<file path="src/rtl/hdmi_mode_sequencer.sv">
// hdmi_mode_sequencer: run-time video-mode controller for the HDMI timing
// generator. It holds the active timing set and switches modes only at a frame
// boundary, followed by a blanking gap, so the sink never sees a torn frame.
module hdmi_mode_sequencer #(
  parameter int BLANK_CYCLES = 16,
  parameter int TIMEOUT_W    = 22
) (
  input  logic        clk_i,
  input  logic        rst_i,
  input  logic        start_i,
  input  logic        stop_i,
  input  logic        mode_req_i,
  input  logic [1:0]  mode_sel_i,
  output logic        mode_busy_o,
  output logic        mode_ack_o,
  input  logic        frame_end_i,
  input  logic        err_clr_i,
  output logic        err_o,
  output logic        gen_en_o,
  output logic [1:0]  cur_mode_o,
  output logic [11:0] h_total_o,
  output logic [11:0] h_sync_o,
  output logic [11:0] h_start_o,
  output logic [11:0] h_end_o,
  output logic [10:0] v_total_o,
  output logic [10:0] v_sync_o,
  output logic [10:0] v_start_o,
  output logic [10:0] v_end_o
);

  localparam logic [2:0] ST_IDLE  = 3'd0;
  localparam logic [2:0] ST_RUN   = 3'd1;
  localparam logic [2:0] ST_DRAIN = 3'd2;
  localparam logic [2:0] ST_BLANK = 3'd3;
  localparam logic [2:0] ST_LOAD  = 3'd4;

  localparam int BLK_W = (BLANK_CYCLES > 1) ? $clog2(BLANK_CYCLES) : 1;
  localparam logic [BLK_W-1:0] BLK_LAST = BLK_W'(BLANK_CYCLES - 1);
  localparam logic [BLK_W-1:0] BLK_ONE  = BLK_W'(1);
  localparam logic [TIMEOUT_W-1:0] WD_ONE = TIMEOUT_W'(1);

  // Packed timing word: {h_total, h_sync, h_start, h_end, v_total, v_sync, v_start, v_end}
  function automatic logic [91:0] mode_timing(input logic [1:0] sel);
    case (sel)
      2'd0:    mode_timing = {12'd800,  12'd96,  12'd144, 12'd784,  11'd525,  11'd2, 11'd35, 11'd515};
      2'd1:    mode_timing = {12'd1650, 12'd40,  12'd260, 12'd1540, 11'd750,  11'd5, 11'd25, 11'd745};
      2'd2:    mode_timing = {12'd2200, 12'd44,  12'd192, 12'd2112, 11'd1125, 11'd5, 11'd41, 11'd1121};
      2'd3:    mode_timing = {12'd1056, 12'd128, 12'd216, 12'd1016, 11'd628,  11'd4, 11'd27, 11'd627};
      default: mode_timing = {12'd800,  12'd96,  12'd144, 12'd784,  11'd525,  11'd2, 11'd35, 11'd515};
    endcase
  endfunction

  logic [2:0]           state_q, state_d;
  logic                 run_q, run_d;
  logic                 pend_q, pend_d;
  logic [1:0]           pend_sel_q, pend_sel_d;
  logic [TIMEOUT_W-1:0] wd_q, wd_d;
  logic [BLK_W-1:0]     blk_q, blk_d;
  logic                 err_q, err_d;
  logic                 gen_en_q, gen_en_d;
  logic                 busy_q, busy_d;
  logic                 ack_q, ack_d;
  logic [1:0]           cur_mode_q, cur_mode_d;
  logic [91:0]          timing_q, timing_d;

  logic accept_s;
  logic wd_expire_s;

  // A request is taken only while not busy; the watchdog fires when a drain
  // reaches all-ones without a frame end.
  assign accept_s    = mode_req_i & ~busy_q;
  assign wd_expire_s = (state_q == ST_DRAIN) & ~frame_end_i & (&wd_q);

  // Next-state, counters, request latch and registered-output computation.
  always_comb begin
    state_d    = state_q;
    pend_d     = pend_q;
    pend_sel_d = pend_sel_q;
    wd_d       = '0;
    blk_d      = '0;
    ack_d      = 1'b0;
    cur_mode_d = cur_mode_q;
    timing_d   = timing_q;

    // stop has priority over start
    if (stop_i) begin
      run_d = 1'b0;
    end else if (start_i) begin
      run_d = 1'b1;
    end else begin
      run_d = run_q;
    end

    if (accept_s) begin
      pend_d     = 1'b1;
      pend_sel_d = mode_sel_i;
    end else begin
      pend_d     = pend_q;
      pend_sel_d = pend_sel_q;
    end

    case (state_q)
      ST_IDLE: begin
        if (accept_s) begin
          state_d = ST_LOAD;
        end else if (run_q) begin
          state_d = ST_RUN;
        end else begin
          state_d = ST_IDLE;
        end
      end
      ST_RUN: begin
        // a stop drain carries no pending load (pend_q is already clear here)
        if (accept_s || !run_q) begin
          state_d = ST_DRAIN;
        end else begin
          state_d = ST_RUN;
        end
      end
      ST_DRAIN: begin
        if (frame_end_i || wd_expire_s) begin
          state_d = ST_BLANK;
        end else begin
          wd_d = wd_q + WD_ONE;
        end
      end
      ST_BLANK: begin
        if (blk_q == BLK_LAST) begin
          state_d = pend_q ? ST_LOAD : ST_IDLE;
        end else begin
          blk_d = blk_q + BLK_ONE;
        end
      end
      ST_LOAD: begin
        timing_d   = mode_timing(pend_sel_q);
        cur_mode_d = pend_sel_q;
        ack_d      = 1'b1;
        pend_d     = 1'b0;
        state_d    = run_q ? ST_RUN : ST_IDLE;
      end
      default: begin
        state_d = ST_IDLE;
      end
    endcase

    // sticky error: a new expiry wins over a clear in the same cycle
    if (wd_expire_s) begin
      err_d = 1'b1;
    end else if (err_clr_i) begin
      err_d = 1'b0;
    end else begin
      err_d = err_q;
    end

    gen_en_d = (state_d == ST_RUN) || (state_d == ST_DRAIN);
    busy_d   = (state_d == ST_DRAIN) || (state_d == ST_BLANK) || (state_d == ST_LOAD);
  end

  // State and output registers with asynchronous reset to mode 0.
  always_ff @(posedge clk_i or posedge rst_i) begin
    if (rst_i) begin
      state_q    <= ST_IDLE;
      run_q      <= 1'b0;
      pend_q     <= 1'b0;
      pend_sel_q <= 2'd0;
      wd_q       <= '0;
      blk_q      <= '0;
      err_q      <= 1'b0;
      gen_en_q   <= 1'b0;
      busy_q     <= 1'b0;
      ack_q      <= 1'b0;
      cur_mode_q <= 2'd0;
      timing_q   <= mode_timing(2'd0);
    end else begin
      state_q    <= state_d;
      run_q      <= run_d;
      pend_q     <= pend_d;
      pend_sel_q <= pend_sel_d;
      wd_q       <= wd_d;
      blk_q      <= blk_d;
      err_q      <= err_d;
      gen_en_q   <= gen_en_d;
      busy_q     <= busy_d;
      ack_q      <= ack_d;
      cur_mode_q <= cur_mode_d;
      timing_q   <= timing_d;
    end
  end

  assign mode_busy_o = busy_q;
  assign mode_ack_o  = ack_q;
  assign err_o       = err_q;
  assign gen_en_o    = gen_en_q;
  assign cur_mode_o  = cur_mode_q;
  assign {h_total_o, h_sync_o, h_start_o, h_end_o,
          v_total_o, v_sync_o, v_start_o, v_end_o} = timing_q;

endmodule

</file>
<file path="config.mk">
export PLATFORM = sky130hd
export DESIGN_NAME = hdmi_mode_sequencer
export DESIGN_NICKNAME = d
export VERILOG_FILES = /design/src/rtl/hdmi_mode_sequencer.sv
export SDC_FILE = /design/constraint.sdc
export NUM_CORES = 1
export LEC_CHECK = 0
export CAP_MARGIN = 10
export CORE_MARGIN = 2
export CORE_UTILIZATION = 40
export CTS_BUF_LIST = sky130_fd_sc_hd__clkbuf_4
export DETAILED_ROUTE_END_ITERATION = 8
export GPL_TIMING_DRIVEN = 0
export HOLD_SLACK_MARGIN = 0.08
export PLACE_DENSITY = 0.74
export RECOVER_POWER = 100
export REMOVE_ABC_BUFFERS = 1
export SYNTH_ARGS = -nofsm -noshare
export SYNTH_HDL_FRONTEND = slang
export SYNTH_SLANG_ARGS = --single-unit
</file>
<file path="constraint.sdc">
create_clock -name clk_i -period 2.34 [get_ports clk_i]
set_clock_uncertainty 0.1 [all_clocks]
set_input_delay 0.585 -clock clk_i [delete_from_list [all_inputs] [get_ports clk_i]]
set_output_delay 0.585 -clock clk_i [all_outputs]
set_load 0.01 [all_outputs]
</file>
==> metrics.txt <==
total CTS buffers=5; WL/cell=12.12 µm; GR Util met1=16.54%; total grt overflow=0; first-pass GRT wire length=9101 µm; max incr delay on CP=0.62 ns; Static Leak=0.001619 µW; vias in the first global route=1,909; #FFs+latches synth=53; Worst Tran Pin Value=0.8333 ns; Post-Synth XOR/XNOR Area=3.995%; DP Worst Slack=-0.1269 ns; clk_lat worst skew=0.38 ns; DRC violations left=0; critical path depth=1; Starting Density=41.87%; CP Cell Sequence=dlygate4sd3_1; postcts setup bufs=0; Syn. warnings=0; Area Overhead vs Synth=12.76%; Max-cap violations=0; Final Power=1941 µW; RSZ-0062 raised after global routing=false; Fillers=678; Final Hold Fails=0; asr flop ratio synth=100.0%; Slew Viols, Final=0; Die ar.=0.008390 mm²; CTS clk-pin slew, worst paths=0.15 ns; # diodes=0; GR Util met3=3.485%; detailed placement HPWL=4068 µm; syn avg cell area=9.272 µm²; crit path max-delay cell type=dlygate4sd3_1; CP startpoint kind=flip-flop; r2r setup slk=0.24 ns; synthesized area=0.003069 mm²; post-layout min period=2.246 ns; main combinational cell family by area after synthesis=buffers and inverters; Setup CP Type=reg2out; initial antenna violation count=0; Cell Count Post-Placement=448; final setup fails=0; Synth Area in Adders=3.669%; crit end category=output port; Vias=2,127; ANT nets after route=0; Post-synth EDFFs=0; largest fanout on the critical path=2; sequential element share of the synthesized area=43.50%; Critical Path RT=1.65 ns; Final #Nets=374; Hold Path Stages=2; top_reg_cell synth=dfrtp_1; commonest cells after routing, fill and taps aside=dfrtp_1, dlygate4sd3_1, conb_1; worst path arrival time=1.56 ns; layout cells sized above 1=4.482%; DR iter-0 viols=70; post-synthesis mux area share=0%; Sink Count=53; CTS HTree Levels=2; setup tns final=0 ns; IO Port Bufs=69; Longest Clk Path Bufs=2; final non-filler cell total=456; largest net degree at the start of global routing=33; Chip Width=91.60 µm; CP bufs+invs=1; commonest non-fill, non-tap cell in the layout=dfrtp_1; met2 Use GR=22.55%; Max Fclk=0.4452 GHz; Peak supply drop=0.2361 mV; Tcrit/Tclk final=95.99%; TritonRoute pass-1 iters=4; GRT busiest layer=met2; Final WS setup=0.09388 ns; core region area=0.007331 mm²; P per Cell Area=560.9 mW/mm²; status=complete, no violations; Worst slew margin=44.38%; Compound-Gate Fraction of Synth Area=7.746%; CTS tree=yes; delay-heaviest family, CP=buffers and inverters; drt total wl=5526 µm; io pins=107; Hold Crit Class=reg2reg; r2r worst-path depth=5; total track usage=13.26%; vias per cell=4.664; root buf cell=clkbuf_4; Row Count=31; Simple-Gate Fraction of Synth Area=19.00%; Synth cell types=41; Chip Height=91.60 µm; gpl congestion=0.8082; Cells after Synth=331
worst min-delay path, cell delays in order (launching register included):
cell     delay, ns
dfrtp_1       0.37
nand2_1       0.04
o21ai_0       0.06
routing by layer:
| layer | vias to the layer above | share of wire (%) | wire length (µm) |
|---|---|---|---|
| li1 | 1030 | - | - |
| met1 | 1031 | 44 | 2438 |
| met2 | 57 | 50 | 2749 |
| met3 | 9 | 4.7 | 257 |
| met4 | 0 | 1.4 | 80 |
| met5 | - | 0 | 0 |
power by group:
part | switching [µW] | internal (µW)
logic | 271 | 174
registers | 87.9 | 1000
clock network | 291 | 118
timing repair:
item / CTS / global route
resized for setup: 0 / 1
hold buffers: 0 / 0
setup endpoints to repair: 0 / 12
worst paths after layout:
kind,to,from
setup / recovery,h_start_o[7],timing_q[63]
hold / removal,cur_mode_o[0],cur_mode_o[0]
setup reg to reg,gen_en_o,wd_q[0]
hold reg to reg,cur_mode_o[0],cur_mode_o[0]
max in group asynchronous,wd_q[17],rst_i
min in group asynchronous,gen_en_o,rst_i
synth_stat cells (2+ instances only):
| cell | instances | area [µm²] |
|---|---|---|
| dfrtp_1 | 46 | 1151 |
| inv_1 | 10 | 37.54 |
| nor2b_1 | 2 | 12.51 |
| nor3_1 | 3 | 15.01 |
| a21oi_1 | 12 | 60.06 |
| a31oi_1 | 2 | 12.51 |
| xor2_1 | 7 | 61.31 |
| nand3_1 | 10 | 50.05 |
| nor2_1 | 34 | 127.6 |
| and3_1 | 5 | 31.28 |
| ha_1 | 9 | 112.6 |
| o211ai_1 | 2 | 15.01 |
| o21a_1 | 2 | 15.01 |
| or3_1 | 4 | 25.02 |
| nor4_1 | 3 | 18.77 |
| and4_1 | 2 | 17.52 |
| clkbuf_1 | 3 | 11.26 |
| xnor2_1 | 7 | 61.31 |
| buf_2 | 2 | 10.01 |
| buf_4 | 81 | 608.1 |
| and2_1 | 3 | 18.77 |
| nand4_1 | 7 | 43.79 |
| o21ai_0 | 12 | 60.06 |
| conb_1 | 2 | 7.510 |
| nand2_1 | 35 | 131.4 |
| or4_1 | 2 | 15.01 |
| o31ai_1 | 4 | 30.03 |
| dfstp_2 | 7 | 183.9 |
through the flow:
stage / utilization, % / hold WS [ns] / cell area, µm²
after floorplan: - / 0.3576 / 2567
after global placement: 46.13 / 0.3648 / 3382
after detailed placement: 46.41 / 0.3699 / 3402
after CTS: 47.19 / 0.3972 / 3460
after global routing: 47.21 / 0.4262 / 3461
final: 47.21 / 0.3899 / 3461
sequential cells by signal, indices dropped and copies added (netlist names):
name	cells
blk_q	4
cur_mode_o	2
err_o	1
gen_en_o	1
mode_ack_o	1
mode_busy_o	1
pend_q	1
pend_sel_q	2
run_q	1
state_q	3
timing_q	14
wd_q	22
area by class of cell:
class / instances / area [µm²] / area share (%)
flip-flops and latches: 53 / 1335 / 38.58
multi-input cells: 216 / 1196 / 34.56
repair buffers: 70 / 710.7 / 20.54
well taps: 99 / 123.9 / 3.579
clock buffers: 5 / 37.54 / 1.085
inverters: 10 / 37.54 / 1.085
clock inverters: 3 / 20.02 / 0.5785
logic make-up (layout without fill, tap and decap cells):
kind of cell	after synthesis	after routing
compound gates	39	39
xor+xnor	14	14
fa+ha+maj	9	9
buf+inv	97	88
flops	53	53
other cells	2	37
simple gates	117	117
No activity file was read; power rests on OpenSTA's default activity.
